File: src/rtl/pc_ctrl_unit.sv
// Program-counter controller for the single-cycle MIPS core.
// Computes the next PC (sequential / beq branch / jump) and gates PC advance with a small
// run-control FSM: IDLE, RUN, BREAK (hardware breakpoint) and OVF (PC-overflow watchdog).
// Also counts retired instructions (PC advances).
//
// Ports:
//   clk, rst            core clock, synchronous active-high reset
//   run_en_i, clr_i     monitor run enable and synchronous PC clear
//   stall_i             hold PC this cycle
//   branch_i, zero_i    beq and ALU zero; pcsrc_o = branch_i & zero_i
//   jump_i, instr_i     jump and instr[25:0] (imm = instr_i[15:0])
//   bp_set_i, bp_idx_i  load breakpoint word index and arm it
//   bp_clr_i            disarm breakpoint (beats bp_set_i)
//   resume_i            leave BREAK (needs run_en_i)
//   pc_o, pc_plus4_o    current PC and PC + 4
//   state_o             00 IDLE, 01 RUN, 10 BREAK, 11 OVF
//   pc_ov_o, bp_hit_o   sticky overflow flag, one-cycle breakpoint-entry pulse
//   retired_o           count of PC advances
module pc_ctrl_unit #(
  parameter int unsigned     PC_W     = 32,
  parameter logic [PC_W-1:0] RESET_PC = '0,
  parameter int unsigned     INST_NUM = 18,
  parameter int unsigned     IDX_W    = 6,
  parameter int unsigned     CNT_W    = 32
) (
  input  logic             clk,
  input  logic             rst,
  input  logic             run_en_i,
  input  logic             clr_i,
  input  logic             stall_i,
  input  logic             branch_i,
  input  logic             zero_i,
  input  logic             jump_i,
  input  logic [25:0]      instr_i,
  input  logic             bp_set_i,
  input  logic [IDX_W-1:0] bp_idx_i,
  input  logic             bp_clr_i,
  input  logic             resume_i,
  output logic [PC_W-1:0]  pc_o,
  output logic [PC_W-1:0]  pc_plus4_o,
  output logic             pcsrc_o,
  output logic [1:0]       state_o,
  output logic             pc_ov_o,
  output logic             bp_hit_o,
  output logic [CNT_W-1:0] retired_o
);

  typedef enum logic [1:0] {
    StIdle  = 2'b00,
    StRun   = 2'b01,
    StBreak = 2'b10,
    StOvf   = 2'b11
  } state_e;

  state_e             state_q, state_d;
  logic [PC_W-1:0]    pc_q, pc_d;
  logic               ov_q, ov_d;
  logic               armed_q, armed_d;
  logic [IDX_W-1:0]   bp_idx_q, bp_idx_d;
  logic               hit_q, hit_d;
  logic [CNT_W-1:0]   retired_q, retired_d;

  logic [PC_W-1:0]    pc_plus4;
  logic [PC_W-1:0]    jump_target;
  logic [PC_W-1:0]    branch_off;
  logic [PC_W-1:0]    next_pc;
  logic [27:0]        jump_low;
  logic [31:0]        off32;
  logic [IDX_W-1:0]   word_idx;
  logic               ovf_match;
  logic               bp_match;

  assign pc_plus4 = pc_q + PC_W'(4);
  assign jump_low = {instr_i, 2'b00};
  assign off32    = {{14{instr_i[15]}}, instr_i[15:0], 2'b00};

  // Narrow PCs simply truncate the 28-bit jump field and the branch offset.
  if (PC_W > 28) begin : g_jump_wide
    assign jump_target = {pc_plus4[PC_W-1:28], jump_low};
  end else begin : g_jump_narrow
    assign jump_target = jump_low[PC_W-1:0];
  end

  if (PC_W > 32) begin : g_off_wide
    assign branch_off = {{(PC_W-32){off32[31]}}, off32};
  end else begin : g_off_narrow
    assign branch_off = off32[PC_W-1:0];
  end

  assign pcsrc_o = branch_i & zero_i;

  always_comb begin
    next_pc = pc_plus4;
    if (jump_i) begin
      next_pc = jump_target;
    end else if (pcsrc_o) begin
      next_pc = pc_plus4 + branch_off;
    end
  end

  assign word_idx  = pc_q[IDX_W+1:2];
  assign ovf_match = (word_idx == IDX_W'(INST_NUM));
  assign bp_match  = armed_q && (word_idx == bp_idx_q);

  always_comb begin
    state_d   = state_q;
    pc_d      = pc_q;
    ov_d      = ov_q;
    armed_d   = armed_q;
    bp_idx_d  = bp_idx_q;
    hit_d     = 1'b0;
    retired_d = retired_q;

    if (bp_set_i) begin
      bp_idx_d = bp_idx_i;
      armed_d  = 1'b1;
    end
    if (bp_clr_i) begin
      armed_d = 1'b0;
    end

    if (clr_i) begin
      state_d   = StIdle;
      pc_d      = RESET_PC;
      ov_d      = 1'b0;
      retired_d = '0;
    end else begin
      unique case (state_q)
        StIdle: begin
          if (run_en_i) state_d = StRun;
        end
        StRun: begin
          // Watchdog outranks the breakpoint; both are checked before any advance.
          if (ovf_match) begin
            state_d = StOvf;
            ov_d    = 1'b1;
          end else if (bp_match) begin
            state_d = StBreak;
            hit_d   = 1'b1;
          end else if (!run_en_i) begin
            state_d = StIdle;
          end else if (!stall_i) begin
            pc_d      = next_pc;
            retired_d = retired_q + CNT_W'(1);
          end
        end
        StBreak: begin
          // Advancing on resume moves off the breakpoint PC so it is not re-hit.
          if (resume_i && run_en_i) begin
            state_d   = StRun;
            pc_d      = next_pc;
            retired_d = retired_q + CNT_W'(1);
          end
        end
        StOvf: begin
          state_d = StOvf;
        end
        default: state_d = StIdle;
      endcase
    end
  end

  always_ff @(posedge clk) begin
    if (rst) begin
      state_q   <= StIdle;
      pc_q      <= RESET_PC;
      ov_q      <= 1'b0;
      armed_q   <= 1'b0;
      bp_idx_q  <= '0;
      hit_q     <= 1'b0;
      retired_q <= '0;
    end else begin
      state_q   <= state_d;
      pc_q      <= pc_d;
      ov_q      <= ov_d;
      armed_q   <= armed_d;
      bp_idx_q  <= bp_idx_d;
      hit_q     <= hit_d;
      retired_q <= retired_d;
    end
  end

  assign pc_o       = pc_q;
  assign pc_plus4_o = pc_plus4;
  assign state_o    = state_q;
  assign pc_ov_o    = ov_q;
  assign bp_hit_o   = hit_q;
  assign retired_o  = retired_q;

endmodule

File: config.mk
export PLATFORM = sky130hd
export DESIGN_NAME = pc_ctrl_unit
export DESIGN_NICKNAME = d
export VERILOG_FILES = /design/src/rtl/pc_ctrl_unit.sv
export SDC_FILE = /design/constraint.sdc
export NUM_CORES = 1
export LEC_CHECK = 0
export CORE_MARGIN = 10
export CORE_UTILIZATION = 35
export CTS_CLUSTER_SIZE = 8
export DETAILED_ROUTE_END_ITERATION = 7
export PLACE_DENSITY = 0.71
export SYNTH_ARGS = -nofsm -noshare
export SYNTH_HDL_FRONTEND = slang
export SYNTH_SLANG_ARGS = --single-unit
export TNS_END_PERCENT = 10
File: constraint.sdc
create_clock -name clk -period 3.6 [get_ports clk]
set_input_delay 0.72 -clock clk [delete_from_list [all_inputs] [get_ports clk]]
set_output_delay 0.72 -clock clk [all_outputs]
set_load 0.05 [all_outputs]
==> impl_metrics.yaml, run 1 <==
logic_synthesis:
  yosys-top-cells-count: "100 x nor2_1, 73 x dfxtp_1, 71 x nand2_1, 52 x a21oi_1, 42 x xnor2_1"
  ys_async_sr_fraction: 0
  synth_top_family_by_area: "simple AND/OR/NAND/NOR gates"
  synthXorXnorAreaFrac: 0.123
  synth_edf_count: 0
  synth_area_mm2: 0.00562
  yosys.area_share.adder: 0.0882
  synth_area_leaders: "dfxtp_1 26%, ha_1 8.5%, nor2_1 6.7%"
  synth.most_common_cell: "nor2_1"
  synthDominantCellAreaShare: 0.260
  ys_seq_elements: 73
  synth_compound_area_frac: 0.216
  ys.flop_type: "dfxtp_1"
  avgSynthCellArea_um2: 7.68
  ys_warn_count: 0
  syn_inst: 732
  synth_simple_gate_area_share: 0.253
  seq_area_frac_synth: 0.260
  muxShareOfSynthArea: 0.0180
  synth_top_area_cell: "dfxtp_1"
  synthDistinctLibCells: 69
route:
  via_per_inst: 5.23
  via_count: 6159
  wl_um: 20500
  first_pass_iters: 5
  drt_iter0_markers: 367
  wire_per_inst_um: 17.4
  antenna_left: 0
  drc: 0
cts:
  cts_tree: "yes"
  insertion_delay_ps: 350
  cts.sinks: 73
  clock-root-buffer: "clkbuf_16"
  numCtsBuffers: 9
  htree_levels: 3
  clk_pin_slew_worst_paths_ps: 60
  clockBufferDepth: 2
final_layout:
  finalNetCount: 1037
  area_delta_synth_final_pct: 60.1
  seq_area_mm2: 0.00150
  fin_area_mm2: 0.00899
  multi_input_area_mm2: 0.00459
  drive_gt1_frac: 0.249
  nFillCells: 1438
  fin_cells: 1178
  final_util: 0.568
setup_path:
  crit_type: "flip-flop to flip-flop"
  crit_path_start_kind: "flip-flop"
  r2r_slack_ps: 80
  r2r_cells: 15
  critPathCaptureType: "flip-flop"
  cp_max_fo: 7
  critical_path_required_ps: 3840
  cp.arrival_ps: 3750
outcome:
  outcome: "finished clean"
die:
  die_h_um: 147
  rows: 46
  initial_utilization: 0.355
  fp.coreArea_mm2: 0.0158
  boundaryPins: 144
  die_area_mm2: 0.0215
  fp.dieW_um: 147
timing:
  fin_worst_skew_ps: 6.69
  final-setup-viol-count: 0
  maxSlewHeadroom: 0.560
  finalCritPeriodShare: 0.977
  tns_ps: 0
  drv_slew: 0
  hold_viol: 0
  rsz0062_at_grt: "true"
  worst_slew_pin_slew_ps: 657
  period_minus_slack_ps: 3520
  max_freq_mhz: 284
flow_run:
  drv_cap: 0
global_route:
  grt_max_degree: 43
  grt_first_pass_wirelength_um: 32100
  grt_remaining_overflow: 0
  grt_pass1_vias: 6079
  antenna_found_initial: 2
  gr-usage-all-layers: 0.182
pwr:
  clkPwrFrac: 0.453
  p_total_uw: 2120
  power_frac_seq: 0.385
  p_int_uw: 1530
  combPwrFrac: 0.162
  ir_worst_vdd_uv: 217
  power_density_mw_per_mm2: 235
  swShare: 0.279
  power_leakage_uw: 0.00366
  power.switching_uw: 590
placement:
  place_hpwl_um: 15700
  place_inst: 1154
  gp_congestion: 0.938
  dpl_cell_area_mm2: 0.00838
  portBuffers: 139
min_path:
  holdPathStages: 2
  hold_class: "flip-flop to flip-flop"
==> power groups by stage <==
stage | logic (uW) | registers (uW) | clock network (uW)
after CTS | 329 | 814 | 974
after global placement | 322 | 832 | 0
final | 343 | 814 | 958
after global routing | 371 | 815 | 1010
after detailed placement | 324 | 832 | 0
after floorplan | 179 | 841 | 0
==> final cells by class <==
class	count	area share
multi-input combinational	607	0.510
antenna	2	0.000556
timing repair buffer	243	0.249
tap	216	0.0300
inverter	21	0.00876
clock buffer	10	0.0266
sequential	73	0.167
clock inverter	6	0.00793
==> registers in the layout, summed over array words and instances (netlist names) <==
name,flops
pc_o,30
pc_ov_o,1
retired_o,32
armed_q,1
bp_idx_q,6
bp_hit_o,1
state_o,2
==> cell usage in the layout (no fill, tap or decap), drive strengths merged, types with 11 or more instances in the layout <==
cell type        n
a211oi          17
ha              38
a21o            11
inv             25
nand3           34
xor2            37
buf            115
nand2           71
nor3            18
clkdlybuf4s50  127
xnor2           42
dfxtp           73
a21oi           53
nand4           17
and3            14
o21ai           45
nor2           101
==> final timing paths <==
check | from | to
hold reg to reg | armed_q | armed_q
setup reg to reg | pc_o[2] | pc_o[31]
setup / recovery | pc_o[2] | pc_o[31]
hold / removal | armed_q | armed_q
==> layer usage <==
| layer | global-route usage | vias up | share of wire |
|---|---|---|---|
| met3 | 0.0461 | 27 | 0.069 |
| met4 | 0.0571 | 0 | 0.021 |
| met5 | 0 | - | 0 |
| met2 | 0.310 | 205 | 0.49 |
| met1 | 0.221 | 2858 | 0.42 |
| li1 | - | 3069 | - |
==> per-stage QoR <==
stage / setup WS, ps / hold slack [ps]
floorplan: -265 / 452
global placement: -221 / 452
detailed placement: -266 / 471
CTS: -21.6 / 483
global route: -86.1 / 529
finish: 83.7 / 485
==> kinds of logic (layout without fill, tap and decap cells) <==
kind of cell	Yosys count	count (layout)
multiplexers	10	10
other	1	6
adder cells (fa/ha/maj)	39	39
buffers and inverters	55	280
XOR/XNOR	79	79
AO/OA/AOI/OAI	180	180
flip-flops	73	73
AND/OR/NAND/NOR	295	295
==> critical path: stages (launching register included) <==
cell and delay (ps):
dfxtp_4 360, buf_4 150, nand2_2 150, or4_4 540, nor3_4 180, buf_12 150
xor2_4 80, ha_1 360, inv_1 50, o21ai_0 200, a21oi_1 130, o21a_1 150
or4_4 530, nand3_4 100, nor2_1 50, a211o_1 210
==> timing repair <==
item | CTS | global route
resized for setup | 8 | 42
buffers inserted | 0 | 6
endpoints found under the setup margin | 6 | 17
pin swaps | 3 | 23
gates cloned | 0 | 0
hold buffers | 0 | 0
(Power assumes the default switching activity.)
==> inputs of run 2 (changes only) <==
Settings changed: CTS_CLUSTER_SIZE 8 to not set.
==> results of run 2 <==
Final layout, timing and power as in run 1 (identical DEF).
==> inputs of run 3 (changes only) <==
Settings changed: CORE_ASPECT_RATIO set to 2, CORE_MARGIN 10 to not set, CORE_UTILIZATION 35 to 45, PLACE_DENSITY 0.71 to 0.85.
==> run 3 against run 2 <==
  * Via count is 3.9% higher
  * Total power decreased by 0.47%
  * Die area fell by 40%
  * Critical endpoint unchanged
==> impl_metrics.yaml, run 3 (synthesis results as in run 1) <==
outcome:
  outcome: "finished clean"
global_route:
  grt_pass1_vias: 6600
  grt_remaining_overflow: 0
  grt_max_degree: 33
  grt_util_met1: 0.305
  use_met3: 0.0514
  use_met2: 0.571
  antenna_found_initial: 0
  grt_first_pass_wirelength_um: 31700
  gr-usage-all-layers: 0.320
  busiest_layer: "met2"
die:
  boundaryPins: 144
  die_h_um: 160
  initial_utilization: 0.463
  die_area_mm2: 0.0130
  fp.coreArea_mm2: 0.0121
  fp.dieW_um: 81.0
  rows: 57
setup_path:
  cp_max_fo: 7
  critical_path_required_ps: 3820
  r2r_slack_ps: 80
  crit_path_start_kind: "flip-flop"
  worstReg2RegStart: "pc_o[2]"
  critPathCaptureType: "flip-flop"
  r2r_cells: 14
  cp.arrival_ps: 3740
  r2r_end: "pc_o[31]"
  crit_type: "flip-flop to flip-flop"
placement:
  place_hpwl_um: 15400
  place_inst: 1082
  gp_congestion: 0.975
  pre_cts_slack_ps: -157
  portBuffers: 139
cts:
  cts.hold.buffers_added: 0
  clockBufferDepth: 2
  clock-root-buffer: "clkbuf_16"
  htree_levels: 3
  numCtsBuffers: 9
  clk_pin_slew_worst_paths_ps: 60
  cts.sinks: 73
  insertion_delay_ps: 330
  cts_tree: "yes"
timing:
  fin_worst_skew_ps: 7.00
  period_minus_slack_ps: 3520
  drv_slew: 0
  tns_ps: 0
  final-setup-viol-count: 0
  whs_ps: 499
  worst_slew_pin_slew_ps: 878
  max_freq_mhz: 284
  hold_viol: 0
  rsz0062_at_grt: "true"
  maxSlewHeadroom: 0.413
  finalCritPeriodShare: 0.979
  setup_ws_ps: 77.3
final_layout:
  final_util: 0.723
  final_cell_mix: "131 x clkdlybuf4s50_1, 100 x buf_4, 99 x nor2_1"
  largest_register_ff_count: 32
  area_delta_synth_final_pct: 55.9
  finalNetCount: 1032
  drive_gt1_frac: 0.229
  final_common_cell: "clkdlybuf4s50_1"
  fin_cells: 1102
  diodes: 0
route:
  drc: 0
  wire_per_inst_um: 18.2
  drt_iter0_markers: 314
  antenna_left: 0
  via_count: 6402
  via_per_inst: 5.81
  wl_um: 20000
  first_pass_iters: 4
min_path:
  hold_class: "flip-flop to flip-flop"
  holdPathStages: 2
  min_from: "armed_q"
  min_to: "armed_q"
pwr:
  power_density_mw_per_mm2: 240
  power_leakage_uw: 0.00356
  ir_worst_vdd_uv: 307
flow_run:
  drv_cap: 0
## run 3: changes by cell type in the layout (fill, tap and decap cells not counted), sizes merged
| cell | delta |
|---|---|
| dlymetal6s2s | -1 |
| inv | +1 |
| clkbuf | -1 |
| clkinv | -1 |
| buf | -8 |
| clkinvlp | +1 |
| clkdlybuf4s50 | +4 |
| diode | -2 |
## run 3: final cells by class
type                            count  area [um^2]
Timing Repair Buffer              238         2200
Multi-Input combinational cell    607         4490
Tap cell                          147          184
Sequential cell                    73         1500
Clock buffer                        9          225
Clock inverter                      7         81.3
Inverter                           21         78.8
Fill cell                         885         3360
## run 3: repair_timing
| item | CTS | global route |
|---|---|---|
| setup endpoints to repair | 3 | 15 |
| pin swaps | 1 | 10 |
| setup buffers | 0 | 4 |
| resized for setup | 4 | 27 |
| hold endpoints to repair | 0 | 0 |
## run 3: worst max path at each step
| stage | start | end | slack (ps) |
|---|---|---|---|
| floorplan | pc_o[4] | pc_o[29] | -260 |
| global placement | instr_i[0] | pc_o[26] | -150 |
| detailed placement | instr_i[0] | pc_o[26] | -160 |
| CTS | pc_o[2] | pc_o[25] | 10 |
| global route | pc_o[2] | pc_o[20] | -90 |
| finish | pc_o[2] | pc_o[31] | 80 |
## run 3: power by group
group          internal (uW)  switching, uW  leakage [uW]  total (uW)
registers                808           6.24      0.000600         814
clock network            550            398      0.000149         948
logic                    150            193       0.00281         343
total                   1510            597       0.00356        2110
## run 3: per-layer routing
metal	wire, um	share of wire
met1	6580	0.33
met2	10700	0.54
met3	956	0.048
met4	1740	0.087
met5	0	0
## run 3: through the flow
stage	cell area [um^2]	total power, uW
after floorplan	6080	1020
after global placement	8280	1160
after detailed placement	8280	1160
after CTS	8600	2100
after global routing	8760	2180
final	8760	2110
## run 3: worst max-delay path: stages (launching register included)
cell       delay [ps]
dfxtp_4           340
buf_4             150
nand2_2           120
or4_4             600
xnor2_4           160
ha_1              290
o21ai_1            80
nor2_1            190
o2111ai_2         190
a211oi_2          310
a21oi_2           120
or4_1             490
nand3_2           100
nor2_1             50
a211o_1           210
